$ cat src/rtl/cu_pkg.sv
// cu_pkg: shared types and encodings for the hard-wired CPU control unit.
// States, opcodes, register/ALU function codes and mux source codes live here
// so the sequencer and the output decoder agree on every number.
package cu_pkg;

  typedef enum logic [2:0] {
    S_FETCH_H = 3'd0,
    S_FETCH_L = 3'd1,
    S_EXEC    = 3'd2,
    S_EXEC2   = 3'd3,
    S_HALT    = 3'd4
  } cu_state_t;

  localparam logic [3:0] OP_AND = 4'h0;
  localparam logic [3:0] OP_OR  = 4'h1;
  localparam logic [3:0] OP_NOT = 4'h2;
  localparam logic [3:0] OP_ADD = 4'h3;
  localparam logic [3:0] OP_SUB = 4'h4;
  localparam logic [3:0] OP_LSL = 4'h5;
  localparam logic [3:0] OP_LSR = 4'h6;
  localparam logic [3:0] OP_XOR = 4'h7;
  localparam logic [3:0] OP_LDI = 4'h8;
  localparam logic [3:0] OP_LD  = 4'h9;
  localparam logic [3:0] OP_ST  = 4'hA;
  localparam logic [3:0] OP_MOV = 4'hB;
  localparam logic [3:0] OP_BRA = 4'hC;
  localparam logic [3:0] OP_BNE = 4'hD;
  localparam logic [3:0] OP_INC = 4'hE;
  localparam logic [3:0] OP_HLT = 4'hF;

  // Register file / address register file operations
  localparam logic [1:0] REG_DEC  = 2'd0;
  localparam logic [1:0] REG_INC  = 2'd1;
  localparam logic [1:0] REG_LOAD = 2'd2;
  localparam logic [1:0] REG_CLR  = 2'd3;

  // ALU function codes
  localparam logic [3:0] ALU_PASS_A = 4'd0;
  localparam logic [3:0] ALU_PASS_B = 4'd1;
  localparam logic [3:0] ALU_NOT_A  = 4'd2;
  localparam logic [3:0] ALU_ADD    = 4'd4;
  localparam logic [3:0] ALU_SUB    = 4'd6;
  localparam logic [3:0] ALU_AND    = 4'd7;
  localparam logic [3:0] ALU_OR     = 4'd8;
  localparam logic [3:0] ALU_XOR    = 4'd9;
  localparam logic [3:0] ALU_LSL    = 4'd10;
  localparam logic [3:0] ALU_LSR    = 4'd11;

  // Mux A/B source codes
  localparam logic [1:0] MUX_ALU  = 2'd0;
  localparam logic [1:0] MUX_MEM  = 2'd1;
  localparam logic [1:0] MUX_IMM  = 2'd2;
  localparam logic [1:0] MUX_ARFC = 2'd3;

  // ARF output selects and active-low enables
  localparam logic [1:0] ARF_SEL_PC = 2'd1;
  localparam logic [1:0] ARF_SEL_AR = 2'd2;
  localparam logic [1:0] ARF_SEL_SP = 2'd3;
  localparam logic [3:0] EN_NONE    = 4'b1111;
  localparam logic [3:0] EN_PC      = 4'b1110;
  localparam logic [3:0] EN_AR      = 4'b1101;

  // Active-low one-cold enable for RF register R(dst+1)
  function automatic logic [3:0] rf_en(input logic [1:0] dst);
    return ~(4'b0001 << dst);
  endfunction

  // ALU operation for the single-cycle arithmetic/logic opcodes
  function automatic logic [3:0] alu_code(input logic [3:0] op);
    case (op)
      OP_AND:  return ALU_AND;
      OP_OR:   return ALU_OR;
      OP_NOT:  return ALU_NOT_A;
      OP_ADD:  return ALU_ADD;
      OP_SUB:  return ALU_SUB;
      OP_LSL:  return ALU_LSL;
      OP_LSR:  return ALU_LSR;
      OP_XOR:  return ALU_XOR;
      default: return ALU_PASS_A;
    endcase
  endfunction

endpackage

$ cat src/rtl/cu_state_seq.sv
// cu_state_seq: T-state sequencer of the control unit.
// FETCH_H -> FETCH_L -> EXEC, then EXEC2 for memory ops, HALT for HLT,
// otherwise straight back to FETCH_H. HALT is left only through reset.
module cu_state_seq
  import cu_pkg::*;
(
  input  logic       CLK,
  input  logic       RST_N,
  input  logic [3:0] opcode,
  output logic [2:0] state
);

  cu_state_t state_q;
  cu_state_t state_d;

  // State register; reset abandons any instruction in flight
  always_ff @(posedge CLK or negedge RST_N) begin
    if (!RST_N) state_q <= S_FETCH_H;
    else        state_q <= state_d;
  end

  // Next-state selection from the current T-state and opcode
  always_comb begin
    state_d = state_q;
    case (state_q)
      S_FETCH_H: state_d = S_FETCH_L;
      S_FETCH_L: state_d = S_EXEC;
      S_EXEC: begin
        if (opcode == OP_LD || opcode == OP_ST) state_d = S_EXEC2;
        else if (opcode == OP_HLT)              state_d = S_HALT;
        else                                    state_d = S_FETCH_H;
      end
      S_EXEC2:   state_d = S_FETCH_H;
      S_HALT:    state_d = S_HALT;
      default:   state_d = S_FETCH_H;
    endcase
  end

  assign state = state_q;

endmodule

$ cat src/rtl/cpu_control_unit.sv
// cpu_control_unit: hard-wired fetch/decode/execute controller for the 8-bit
// datapath. The sequencer holds the T-state; this level decodes every datapath
// control line from that state and IRout.
// Optional feature macro: CU_BNE_EN enables the conditional branch on opcode
// 0xD; without it 0xD is a three-cycle no-op and Z is ignored.
module cpu_control_unit
  import cu_pkg::*;
(
  input  logic        CLK,
  input  logic        RST_N,
  input  logic [15:0] IRout,
  input  logic        Z,
  output logic        IR_En,
  output logic        IR_LH,
  output logic [1:0]  IR_FunSel,
  output logic [1:0]  RF_FunSel,
  output logic [1:0]  ARF_FunSel,
  output logic [3:0]  RF_RegSel,
  output logic [3:0]  ARF_RegSel,
  output logic [1:0]  RF_OutASel,
  output logic [1:0]  RF_OutBSel,
  output logic [1:0]  ARF_OutCSel,
  output logic [1:0]  ARF_OutDSel,
  output logic [3:0]  ALU_FunSel,
  output logic [1:0]  MuxASel,
  output logic [1:0]  MuxBSel,
  output logic        MuxCSel,
  output logic        Mem_CS,
  output logic        Mem_WR,
  output logic        Halted
);

  logic [2:0] state_bits;
  cu_state_t  state;
  logic [3:0] opcode;
  logic [1:0] dst;
  logic [1:0] src;
  logic       bne_taken;
  logic       unused_imm;

  assign opcode     = IRout[15:12];
  assign dst        = IRout[11:10];
  assign src        = IRout[9:8];
  assign state      = cu_state_t'(state_bits);
  assign unused_imm = ^IRout[7:0];

`ifdef CU_BNE_EN
  assign bne_taken = ~Z;
`else
  logic unused_z;
  assign bne_taken = 1'b0;
  assign unused_z  = Z;
`endif

  cu_state_seq u_seq (
    .CLK    (CLK),
    .RST_N  (RST_N),
    .opcode (opcode),
    .state  (state_bits)
  );

  // Output decode; held at idle while reset is low so nothing is written
  always_comb begin
    IR_En       = 1'b0;
    IR_LH       = 1'b0;
    IR_FunSel   = 2'd0;
    RF_FunSel   = 2'd0;
    ARF_FunSel  = 2'd0;
    RF_RegSel   = EN_NONE;
    ARF_RegSel  = EN_NONE;
    RF_OutASel  = 2'd0;
    RF_OutBSel  = 2'd0;
    ARF_OutCSel = 2'd0;
    ARF_OutDSel = 2'd0;
    ALU_FunSel  = 4'd0;
    MuxASel     = 2'd0;
    MuxBSel     = 2'd0;
    MuxCSel     = 1'b0;
    Mem_CS      = 1'b0;
    Mem_WR      = 1'b0;
    Halted      = 1'b0;
    if (RST_N) begin
      case (state)
        S_FETCH_H, S_FETCH_L: begin
          ARF_OutDSel = ARF_SEL_PC;
          Mem_CS      = 1'b1;
          IR_En       = 1'b1;
          IR_LH       = (state == S_FETCH_L);
          IR_FunSel   = REG_LOAD;
          ARF_RegSel  = EN_PC;
          ARF_FunSel  = REG_INC;
        end
        S_EXEC: begin
          case (opcode)
            OP_AND, OP_OR, OP_NOT, OP_ADD, OP_SUB, OP_LSL, OP_LSR, OP_XOR: begin
              RF_OutASel = dst;
              RF_OutBSel = src;
              ALU_FunSel = alu_code(opcode);
              MuxASel    = MUX_ALU;
              RF_RegSel  = rf_en(dst);
              RF_FunSel  = REG_LOAD;
            end
            OP_LDI: begin
              MuxASel   = MUX_IMM;
              RF_RegSel = rf_en(dst);
              RF_FunSel = REG_LOAD;
            end
            OP_LD, OP_ST: begin
              MuxBSel    = MUX_IMM;
              ARF_RegSel = EN_AR;
              ARF_FunSel = REG_LOAD;
            end
            OP_MOV: begin
              RF_OutBSel = src;
              ALU_FunSel = ALU_PASS_B;
              MuxASel    = MUX_ALU;
              RF_RegSel  = rf_en(dst);
              RF_FunSel  = REG_LOAD;
            end
            OP_BRA: begin
              MuxBSel    = MUX_IMM;
              ARF_RegSel = EN_PC;
              ARF_FunSel = REG_LOAD;
            end
            OP_BNE: begin
              if (bne_taken) begin
                MuxBSel    = MUX_IMM;
                ARF_RegSel = EN_PC;
                ARF_FunSel = REG_LOAD;
              end
            end
            OP_INC: begin
              RF_RegSel = rf_en(dst);
              RF_FunSel = REG_INC;
            end
            default: ;
          endcase
        end
        S_EXEC2: begin
          ARF_OutDSel = ARF_SEL_AR;
          Mem_CS      = 1'b1;
          if (opcode == OP_ST) begin
            RF_OutASel = dst;
            MuxCSel    = 1'b0;
            ALU_FunSel = ALU_PASS_A;
            Mem_WR     = 1'b1;
          end else begin
            MuxASel   = MUX_MEM;
            RF_RegSel = rf_en(dst);
            RF_FunSel = REG_LOAD;
          end
        end
        S_HALT:  Halted = 1'b1;
        default: ;
      endcase
    end
  end

endmodule

$ cat config.mk
export PLATFORM = sky130hd
export DESIGN_NAME = cpu_control_unit
export DESIGN_NICKNAME = d
export VERILOG_FILES = /design/src/rtl/cu_pkg.sv /design/src/rtl/cu_state_seq.sv /design/src/rtl/cpu_control_unit.sv
export SDC_FILE = /design/constraint.sdc
export NUM_CORES = 1
export LEC_CHECK = 0
export BUFFER_PORTS_ARGS = -buffer_cell sky130_fd_sc_hd__buf_2
export CAP_MARGIN = 20
export CORE_ASPECT_RATIO = 0.8
export CORE_MARGIN = 2
export CORE_UTILIZATION = 40
export DETAILED_ROUTE_END_ITERATION = 12
export PLACE_DENSITY = 0.91
export SETUP_SLACK_MARGIN = 0.05
export SLEW_MARGIN = 20
export SYNTH_ARGS = -nofsm -noshare
export SYNTH_HDL_FRONTEND = slang
export SYNTH_HIERARCHICAL = 1
export SYNTH_SLANG_ARGS = --single-unit
export TNS_END_PERCENT = 20
$ cat constraint.sdc
create_clock -name CLK -period 1.7 [get_ports CLK]
set_clock_uncertainty 0.15 [all_clocks]
set_input_delay 0.085 -clock CLK [delete_from_list [all_inputs] [get_ports CLK]]
set_output_delay 0.085 -clock CLK [all_outputs]
set_load 0.01 [all_outputs]
==> flow_summary.toml <==
[timing]
tightest_slew_ns = 0.531
maxSlewViolCount = 0
maxSlewHeadroom = 0.642
period_minus_slack_ns = 1.80
fmaxAchievable_ghz = 0.555
hold_viol = 0
setup_violations = 10
fin_crit_sh = 1.06
fin_ws_ns = -0.103
worst_hold_slack_ns = 0.110
rsz0062_at_grt = "yes"

[setup_path]
crit_start = "IRout[12]"
slowest_stage = "or4_4"
max_stage_delay_ns = 0.54
worst-path-max-fanout = 7
end_kind = "output pin"
crit_family = "simple AND/OR/NAND/NOR gates"
critPathBufInv = 3
worstPathCellList = "buf_8 > buf_6 > ha_4 > or4_4 > a21boi_4 > o2111ai_1 > buf_2"
r2r-start = "u_seq/state[2]"
critPathKind = "input port to output pin"
critPathLaunchType = "input port"
arrival_ns = 1.57
cp.required_ns = 1.46

[place]
portBuffers = 38
place_congestion = 0.848
dpl.hpwl_um = 1640
detailed_place.area_um2 = 1020

[finish]
nets = 188
areaGrowthSynthToFinish_pct = 70.0
antenna_cells = 0
largest_reg_flops = 3
drive_gt1_frac = 0.549
final_cell_area_um2 = 1230
fillers = 130

[synthesis]
yosysMostFrequentCell = "nor2_1"
yosys.area.top_type = "dfrtp_1"
synth.avg_cell_area_um2 = 7.26
syn-cell-area_um2 = 726
yosys.area.top_type_share = 0.103
synth_area_leaders = "dfrtp_1 (10%), ha_1 (10%), buf_4 (8.3%), nor2_1 (6.2%), o2111ai_1 (4.8%)"
yosys_warnings = 6
ys_ff_latch = 3
netlist-cell-type-count = 37
synth_edf_count = 0
synth_cells = 100
async_flop_share = 1.00
synth_commonest_cells = "nor2_1 (12), buf_4 (8), inv_1 (8)"
synth_top_flop_cell = "dfrtp_1"
ys_seq_area_frac = 0.103

[routing]
viasPerCell = 5.45
wl_per_cell_um = 14.1
antenna_left = 0
drt_iter0_drc = 29
drt-pass1-iter-count = 4
drc = 0
via_count = 1003
totalWireLength_um = 2590

[clock_network]
cts.htree.levels = 1
clk_latency_ns = 0.25
cts_sinks = 3
clkSlewWorstSetupHoldPaths_ns = 0.04
clockBufferDepth = 2
cts-root-buf = "clkbuf_4"
cts_tree = "yes"
cts_made_buffers = 3

[pwr]
leakagePower_uw = 0.000625
p_total_uw = 926
p_per_area_nw_per_um2 = 750
irDropWorstVdd_uv = 494

[job]
maxCapViolCount = 0

[die]
die_y_um = 42.1
num_rows = 13
io_pins = 55
dieArea_um2 = 2170
initial_core_util = 0.437
die_w_um = 51.6
coreArea_um2 = 1660

[hold_path]
hold_path_class = "input port to asynchronous set/reset pin"

[global_route]
grt_pass1_wl_um = 3700
grt_usage = 0.219
grt_max_degree = 18
grt_antenna_before_repair = 0
grt_pass1_vias = 825
grt-ovfl-total = 0

[status]
run_status = "finished with violations"
failed_checks = "setup timing"
-- per-layer routing --
metal  part of all wire  GRT usage  vias to the layer above  wire length [um]
li1                   -          -                      470                 -
met1               0.38      0.264                      475               973
met2               0.53      0.382                       48              1360
met3              0.075     0.0250                       10               195
met4              0.024      0.100                        0                61
met5                  0          0                        -                 0
-- logic make-up after synthesis --
group | Yosys count | synth area share
xor gates and xnor gates | 1 | 0.0121
buffers and inverters | 19 | 0.143
adders and majority gates | 6 | 0.103
other | 2 | 0.0103
AOI/OAI and AO/OA | 19 | 0.198
muxes | 2 | 0.0276
and+or+nand+nor | 48 | 0.402
DFF | 3 | 0.103
-- worst paths after layout --
kind | cells after the start | slack [ns] | end
setup / recovery | 7 | -0.10 | RF_RegSel[1]
hold / removal | 2 | 0.11 | u_seq/state[0]
setup reg to reg | 3 | 0.33 | u_seq/state[2]
hold reg to reg | 2 | 0.50 | u_seq/state[2]
max in group asynchronous | 2 | 1.12 | u_seq/state[2]
min in group CLK | 3 | 0.14 | u_seq/state[0]
-- metrics by stage --
step / cells / utilization / setup slack, ns / TNS, ns
3_5_place_dp: 171 / 0.612 / -0.102 / -0.493
3_3_place_gp: 171 / 0.612 / -0.0591 / -0.264
2_1_floorplan: 105 / - / 0.107 / 0
5_1_grt: 184 / 0.744 / -0.126 / -0.780
6_report: 184 / 0.744 / -0.103 / -0.368
4_1_cts: 181 / 0.690 / -0.0691 / -0.356
-- report_power, final --
part	internal (uW)	switching, uW	total [uW]
Sequential	101	37.3	139
Clock	88.7	49.2	138
Combinational	296	353	649
Total	486	439	926
-- final cells by class --
class                           count  area [um^2]  area share
Multi-Input combinational cell     83          646       0.523
Inverter                            8         30.0      0.0243
Timing Repair Buffer               64          425       0.345
Clock buffer                        4         26.3      0.0213
Sequential cell                     3         78.8      0.0639
Tap cell                           22         27.5      0.0223
-- cell usage in the layout (no fill, tap or decap), types with 2 or more instances in the layout --
cell type and count:
buf_2 35, buf_4 22, nor2_1 11, inv_1 7, conb_1 7, nand2b_1 4, nand3b_1 4, buf_6 4
nand3_1 3, o2111ai_2 3, o21ai_0 3, nor3_1 3, a21oi_1 3, ha_1 3, clkbuf_4 3, dfrtp_2 3
and3b_1 2, a21oi_2 2, nand2_1 2, mux2i_1 2, and3_1 2, ha_2 2, buf_8 2, or3b_1 2
-- timing repair --
item                                    4_1_cts  5_1_grt
resized for setup                            14       17
hold buffers                                  1        0
hold endpoints to repair                      3        0
pin swaps                                     8       10
buffers inserted                              5        3
endpoints found under the setup margin       15       17
(Power assumes the default switching activity.)
